## config.mk

```make
export PLATFORM = sky130hd
export DESIGN_NAME = kim_stream_gen_flat
export DESIGN_NICKNAME = d
export VERILOG_FILES = /design/src/rtl/kim_stream_gen_if.sv /design/src/rtl/kim_stream_gen.sv /design/src/flat_wrapper.sv
export SDC_FILE = /design/constraint.sdc
export NUM_CORES = 1
export LEC_CHECK = 0
export CORE_MARGIN = 5
export CORE_UTILIZATION = 45
export DETAILED_ROUTE_END_ITERATION = 10
export PLACE_DENSITY = 0.85
export SKIP_CTS_REPAIR_TIMING = 1
export SLEW_MARGIN = 5
export SYNTH_ARGS = -nofsm -noshare
export SYNTH_HDL_FRONTEND = slang
export SYNTH_SLANG_ARGS = --single-unit
```

## constraint.sdc

```tcl
create_clock -name clk_i -period 7.4 [get_ports clk_i]
set_clock_uncertainty 0.1 [all_clocks]
set_input_delay 0.74 -clock clk_i [delete_from_list [all_inputs] [get_ports clk_i]]
set_output_delay 0.74 -clock clk_i [all_outputs]
set_load 0.03 [all_outputs]
```

## src/rtl/kim_stream_gen_if.sv

```systemverilog
// Valid/ready stream bundle between kim_stream_gen and a FIFO slave port.
interface kim_stream_gen_if #(
  parameter int DATA_W = 32
);
  logic              valid;
  logic              ready;
  logic [DATA_W-1:0] data;

  modport master (output valid, output data, input ready);
  modport slave  (input valid, input data, output ready);
endinterface

```

## src/rtl/kim_stream_gen.sv

```systemverilog
// Burst stream source emitting an arithmetic sequence on a valid/ready port.
// Optional inter-beat throttle (GAP state) enabled by KIM_STREAM_GEN_THROTTLE_EN.
module kim_stream_gen #(
  parameter int DATA_W = 32,
  parameter int LEN_W  = 8,
  parameter int GAP_W  = 4
) (
  input  logic              clk_i,
  input  logic              rst_ni,
  input  logic              start_i,
  input  logic [LEN_W-1:0]  burst_len_i,
  input  logic [DATA_W-1:0] seed_i,
  input  logic [DATA_W-1:0] step_i,
  input  logic [GAP_W-1:0]  gap_i,
  output logic              busy_o,
  output logic              done_o,
  output logic [LEN_W-1:0]  beat_cnt_o,
  kim_stream_gen_if.master  m_if
);

`ifdef KIM_STREAM_GEN_THROTTLE_EN
  typedef enum logic [1:0] {IDLE, RUN, GAP} state_t;
`else
  typedef enum logic [0:0] {IDLE, RUN} state_t;
`endif

  state_t            state_q;
  logic              valid_q;
  logic [DATA_W-1:0] data_q;
  logic              busy_q;
  logic              done_q;
  logic [LEN_W-1:0]  cnt_q;
  logic [LEN_W-1:0]  len_q;
  logic [DATA_W-1:0] step_q;
  logic [LEN_W-1:0]  cnt_inc;

`ifdef KIM_STREAM_GEN_THROTTLE_EN
  logic [GAP_W-1:0]  gap_q;
  logic [GAP_W-1:0]  gap_cnt_q;
`else
  logic              unused_gap;
  assign unused_gap = ^gap_i;
`endif

  assign cnt_inc = cnt_q + LEN_W'(1);

  always_ff @(posedge clk_i or negedge rst_ni) begin
    if (!rst_ni) begin
      state_q   <= IDLE;
      valid_q   <= 1'b0;
      data_q    <= '0;
      busy_q    <= 1'b0;
      done_q    <= 1'b0;
      cnt_q     <= '0;
      len_q     <= '0;
      step_q    <= '0;
`ifdef KIM_STREAM_GEN_THROTTLE_EN
      gap_q     <= '0;
      gap_cnt_q <= '0;
`endif
    end else begin
      done_q <= 1'b0;
      unique case (state_q)
        IDLE: begin
          valid_q <= 1'b0;
          if (start_i) begin
            len_q  <= burst_len_i;
            step_q <= step_i;
            cnt_q  <= '0;
`ifdef KIM_STREAM_GEN_THROTTLE_EN
            gap_q  <= gap_i;
`endif
            // Zero-length burst completes without ever raising valid
            if (burst_len_i == '0) begin
              done_q <= 1'b1;
            end else begin
              state_q <= RUN;
              valid_q <= 1'b1;
              busy_q  <= 1'b1;
              data_q  <= seed_i;
            end
          end
        end
        RUN: begin
          if (valid_q && m_if.ready) begin
            cnt_q  <= cnt_inc;
            data_q <= data_q + step_q;
            if (cnt_inc == len_q) begin
              state_q <= IDLE;
              valid_q <= 1'b0;
              busy_q  <= 1'b0;
              done_q  <= 1'b1;
            end
`ifdef KIM_STREAM_GEN_THROTTLE_EN
            else if (gap_q != '0) begin
              state_q   <= GAP;
              valid_q   <= 1'b0;
              gap_cnt_q <= gap_q;
            end
`endif
          end
        end
`ifdef KIM_STREAM_GEN_THROTTLE_EN
        GAP: begin
          // Terminal count at 1 yields exactly gap_q idle cycles
          gap_cnt_q <= gap_cnt_q - GAP_W'(1);
          if (gap_cnt_q == GAP_W'(1)) begin
            state_q <= RUN;
            valid_q <= 1'b1;
          end
        end
`endif
        default: begin
          state_q <= IDLE;
          valid_q <= 1'b0;
          busy_q  <= 1'b0;
        end
      endcase
    end
  end

  assign m_if.valid = valid_q;
  assign m_if.data  = data_q;
  assign busy_o     = busy_q;
  assign done_o     = done_q;
  assign beat_cnt_o = cnt_q;

endmodule

```

## src/flat_wrapper.sv

```systemverilog
// flat-port wrapper written by rule: the top's interface ports become plain ports
module kim_stream_gen_flat 
#(
  parameter int DATA_W = 32,
  parameter int LEN_W  = 8,
  parameter int GAP_W  = 4
)
  (clk_i, rst_ni, start_i, burst_len_i, seed_i, step_i, gap_i, busy_o, done_o, beat_cnt_o, m_if_valid, m_if_data, m_if_ready);
  kim_stream_gen_if #(.DATA_W(DATA_W)) m_if_i ();
  input  logic clk_i;
  input  logic rst_ni;
  input  logic start_i;
  input  logic [LEN_W-1:0] burst_len_i;
  input  logic [DATA_W-1:0] seed_i;
  input  logic [DATA_W-1:0] step_i;
  input  logic [GAP_W-1:0] gap_i;
  output logic busy_o;
  output logic done_o;
  output logic [LEN_W-1:0] beat_cnt_o;
  output wire logic [$bits(m_if_i.valid)-1:0] m_if_valid;
  output wire logic [$bits(m_if_i.data)-1:0] m_if_data;
  input wire logic [$bits(m_if_i.ready)-1:0] m_if_ready;
  assign m_if_valid = m_if_i.valid;
  assign m_if_data = m_if_i.data;
  assign m_if_i.ready = m_if_ready;
  kim_stream_gen #(.DATA_W(DATA_W), .LEN_W(LEN_W), .GAP_W(GAP_W)) u_core (.clk_i(clk_i), .rst_ni(rst_ni), .start_i(start_i), .burst_len_i(burst_len_i), .seed_i(seed_i), .step_i(step_i), .gap_i(gap_i), .busy_o(busy_o), .done_o(done_o), .beat_cnt_o(beat_cnt_o), .m_if(m_if_i));
endmodule
```

* Yosys cells after proc, flatten, opt, wreduce, memory -nomap -nowiden
Cells that the tools add are included.
** Storage, ports and cells
- Register bits after elaboration :: 84
- Input bits :: 80
- Output and inout port bits :: 43
- Logic and storage cells :: 46
** Cells by class
- Add/sub/neg operators :: 2
- Equal/unequal tests :: 5
- Muxes and demuxes :: 23
- Bitwise logic cells :: 1
- Reductions and logical operators :: 7
** Operators by type and width (number)
- $mux W32 :: 3
- $pmux W32 S2 :: 1
- $add A32 B32 Y32 :: 1
- $mux W8 :: 2
- $pmux W8 S2 :: 1
- $mux W1 :: 12
- $add A8 B1 Y8 const B :: 1
- $eq A8 B8 Y1 :: 1
- $logic_not A8 Y1 :: 1
- $ne A2 B2 Y1 const B :: 4
- $pmux W1 S2 :: 4
- $reduce_and A2 Y1 :: 3
- $reduce_and A4 Y1 :: 1
- $reduce_and A3 Y1 :: 1
- $logic_and A1 B1 Y1 :: 1
- $not A1 Y1 :: 1

* Longest topological paths before layout
- Word-level depth :: 5
- Depth in mapped cells :: 11

* Worst setup path after synthesis
OpenSTA, ideal clock, no wires.
- Path kind :: reg-to-reg
- Start point :: reg u_core.data_q[0] (netlist: u_core.m_if.data[0])
- End point :: reg u_core.data_q[20] (netlist: u_core.m_if.data[20])
- Arrival time :: 3.013 ns
- Data required time :: 7.177 ns
- Setup slack :: 4.164 ns
- Cell stages (with the launch flop) :: 12
- Clock period less this slack :: 3.236 ns
- Cells stage by stage :: dfrtp_1 ha_1 fa_1 a21o_1 a221oi_2 o31ai_2 a2111oi_0 nor2_1 a211o_1 a21oi_1 xor2_1 a21oi_1
** Between the ends
- Cells in the longest elaborated chain, start to end :: 3
** RTL lines
- start, declared :: RTL line kim_stream_gen.sv:29 : logic [DATA_W-1:0] data_q;
- start signal, assigned :: RTL line kim_stream_gen.sv:80 : data_q <= seed_i;
- start signal, assigned :: RTL line kim_stream_gen.sv:87 : data_q <= data_q + step_q;
- $add A32 B32 Y32 :: RTL line kim_stream_gen.sv:87
- $mux W32 :: RTL line kim_stream_gen.sv:85 : if (valid_q && m_if.ready) begin
- $pmux W32 S2 :: RTL line kim_stream_gen.sv:63 : unique case (state_q)
No other way between the ends. The select of a mux whose other input is x is not followed.
A chain may end at the register's enable or synchronous reset.

* Worst setup path in the final report
Ends and elaborated chain as after synthesis.

==> flow_results.org <==
** Run status
- The run finished with clean final reports.

** Yosys
- During synthesis, Yosys emitted a total of 0 warnings.
- Number of synthesized register bits :: 84
- In the synthesized netlist, the number of instances is 633.
- Synthesized area :: 0.00536 mm^2
- Summed over all instances, the cell type with the most area after synthesis is dfrtp_1.
- Most used flip-flop cell after synthesis :: dfrtp_1
- Synthesized Nets :: 746
- Top area cells in the synthesized netlist :: dfrtp_1 (39%), nand2_1 (13%), ha_1 (7.5%), o21ai_0 (6.0%), a21oi_1 (4.6%)
- Number of flops mapped to enable cells by yosys :: 0
- Of the synthesized area, sequential elements account for 39.3%.
- After synthesis, the largest area contributor takes up 39.3% of total cell area.
- Async S/R FF share, synth :: 100%
- Count of distinct cell types in the synthesized netlist :: 54
- Averaged over all synthesized cells, the footprint is 8.46 um^2.

** Clock tree
- Number of buffers added by the clock tree synthesis step :: 9
- Clock tree from TritonCTS :: yes
- The later pin in the worst-skew pair is clocked with a latency of 0.35 ns.
- In this run the number of H-tree levels came out at 3.
- Max clock buf depth :: 2
- Clock-pin slew reported for the worst setup and hold paths after clock tree synthesis :: 0.06 ns
- In this run the clock root is driven by a clkbuf_16.
- The clock net in this run drives a total of 84 sinks.

** Detailed routing
- Summed over all nets, wire length on met2 after detailed routing comes to 7.01 mm.
- First-pass detailed-route iteration total :: 4
- Post-detailed-route wirelength per cell :: 16.2 um
- Metal1 wirelength :: 6.15 mm
- Remaining antenna violation count :: 0
- The detailed router finished its first iteration with 321 violations.
- After detailed routing, the number of remaining DRC violations is 0.
- Via Count :: 4888
- Via/cell ratio :: 5.55
- Top layer in use :: met4
- For this block, the routed nets add up to 14.3 mm of wire.
- Amount of wire on met3 after detailed routing :: 858 um

** Global route
- Global routing used 20.4% of the available tracks.
- Pin count of the biggest net entering global routing :: 46
- Vias in the first global route :: 5021
- The number of antenna violations at the first check in global routing was 0.
- First-pass GRT wire length :: 23.9 mm
- Total overflow reported by the global router :: 0

** Placed design
- Routability-driven placement finished with a final weighted congestion of 0.898.
- IO buf count :: 118
- Hpwl dp :: 10.4 mm
- Number of cells in the design after placement :: 865

** Run
- Max-cap violations :: 0

** Layout
- Count of placed standard cells in the final layout, fillers left out :: 880
- The library cell used most frequently in the layout, excluding fill and tap cells, is nand2_1.
- 0 antenna diodes ended up in the layout.
- Fraction of final layout cells with drive strength greater than 1 :: 4.61%
- Finished Core Util :: 59.5%
- Final net count :: 846
- Total area of multi-input combinational cells :: 0.00308 mm^2
- Synth-to-layout area growth :: 28.5%
- Register cell area after layout :: 0.00210 mm^2
- Number of inserted filler cells in the final layout :: 986
- Leaving out fill and tap cells, the most frequent cells in the layout are nand2_1 (179), clkdlybuf4s50_1 (117), dfrtp_1 (83).

** Timing
- Final setup violation count :: 0
- Measured against its own limit, the worst slew margin works out to 37.8%.
- In the final timing run, aggregate negative setup slack is 0 ns.
- Setup repair after global routing left no endpoint under its margin.
- At the pin with the least slew margin, the transition time is 0.930 ns.
- Final critical-path required period :: 3.62 ns
- Timing would allow up to 276 MHz.
- Number of hold violations in the final report :: 0
- The tightest hold path in the finished design has a slack of 0.264 ns.
- Pins over their slew limit :: 0
- The final critical path takes up 49.0% of the cycle.

** Worst setup path
- The setup path with the least slack is of type reg -> reg.
- Counting both buffers and inverters, the worst setup path holds a total of 0.
- The critical path goes through ha_1 -> fa_1 -> a21o_1 -> a221oi_2 -> o31ai_2 -> a2111oi_0 -> nor2_1 -> a211o_1 -> a21oi_1 -> xor2_1 -> a21oi_1.
- Data on the critical path is required at its endpoint by 7.51 ns.
- In this run the worst path has a maximum fanout of 6.
- At the worst endpoint, the arrival time is 3.73 ns.
- In this design, the largest share of critical-path delay is due to compound AO/OA/AOI/OAI gates.
- Most common cell on crit path :: a21oi_1
- STA classifies the critical path startpoint as a flip-flop.
- For this run, the slowest stage of the critical path takes 0.54 ns.
- Nature of the critical path endpoint :: flip-flop
- The slowest stage of the critical path belongs to the cell a2111oi_0.

** Die
- After floorplanning, the core was sized to cover 0.0116 mm^2.
- In this run the vertical extent of the chip is 119 um.
- Pin placement for this block handled 123 I/O pins.
- Horiz. Die Dim :: 119 um
- The floorplan step defined a die boundary enclosing 0.0142 mm^2.
- In this run the core area contains 39 standard-cell rows.
- Once the floorplan was initialized, standard cells occupied 46.3% of the core.

** Power
- Leakage power figure :: 0.00326 uW
- In this run the power density over the cells is 472 mW/mm^2.
- IR analysis of the VDD net gives a maximum drop of 0.000233 V.

** Hold path
- The worst hold path belongs to the class in -> async.
[sequential cells by signal, summed over array words and instances, names as in the netlist]
signal             cells
u_core.m_if.valid      1
u_core.state_q         1
u_core.len_q           8
u_core.busy_o          1
u_core.done_o          1
u_core.m_if.data      32
u_core.step_q         32
u_core.beat_cnt_o      8
[metal layers]
metal,GRT usage (%),vias up
met3,4.03,19
li1,-,2391
met4,7.31,0
met5,0,-
met1,26.3,2335
met2,34.3,143
[cells by family after synthesis]
kind of cell | share of synthesized area [%]
simple gates | 21.9
compound gates | 17.9
flops | 39.3
xor+xnor | 6.71
buf+inv | 3.41
fa+ha+maj | 7.85
mux | 2.99
[power by group]
part | internal (uW) | leakage [uW] | switching [uW]
Sequential | 661 | 0.00105 | 170
Clock | 262 | 0.000145 | 178
Combinational | 844 | 0.00207 | 1140
Total | 1770 | 0.00326 | 1490
[per-stage QoR]
| stage | area (um^2) | worst slack, ns | total power, uW |
|---|---|---|---|
| after CTS | 6880 | 3.81 | 3260 |
| after floorplan | 5360 | 4.16 | 2240 |
| after global routing | 6880 | 3.67 | 3510 |
| final | 6880 | 3.78 | 3250 |
| after global placement | 6590 | 3.77 | 2710 |
| after detailed placement | 6590 | 3.65 | 2800 |
[final cells by class]
| cell class | count | area share, % |
|---|---|---|
| clock buffer | 14 | 4.13 |
| sequential | 84 | 30.6 |
| clock inverter | 1 | 0.0727 |
| timing repair buffer | 123 | 17.7 |
| tap | 143 | 2.60 |
| inverter | 3 | 0.164 |
| multi-input combinational | 512 | 44.8 |
[worst paths after layout]
kind	end	depth (start not counted)	slack, ns	start
hold reg to reg	u_core.step_q[5]	2	0.39	u_core.step_q[5]
max in group asynchronous	u_core.state_q	2	5.90	rst_ni
setup / recovery	u_core.m_if.data[20]	11	3.78	u_core.m_if.data[0]
setup reg to reg	u_core.m_if.data[20]	11	3.78	u_core.m_if.data[0]
min in group clk_i	u_core.step_q[5]	2	0.39	u_core.step_q[5]
hold / removal	u_core.m_if.data[13]	1	0.26	rst_ni
[synth_stat cells, types with 2 or more instances]
cell	n
mux2i_1	16
xnor2_1	20
and3_1	9
o21ai_0	64
o21bai_1	3
dfrtp_1	84
clkbuf_1	28
nand3b_1	2
xor2_1	21
a21o_1	16
nand2_1	179
inv_1	3
clkbuf_8	3
a211o_1	3
nand3_1	9
nor3b_1	14
nor2b_1	4
nor2_1	18
nand4_1	8
a21oi_1	49
ha_1	32
nand2b_1	7
o211ai_1	3
o22ai_1	2
o31ai_1	3
o21a_1	2
nor4_1	4
Note: power is estimated with default switching activity, not from simulation.
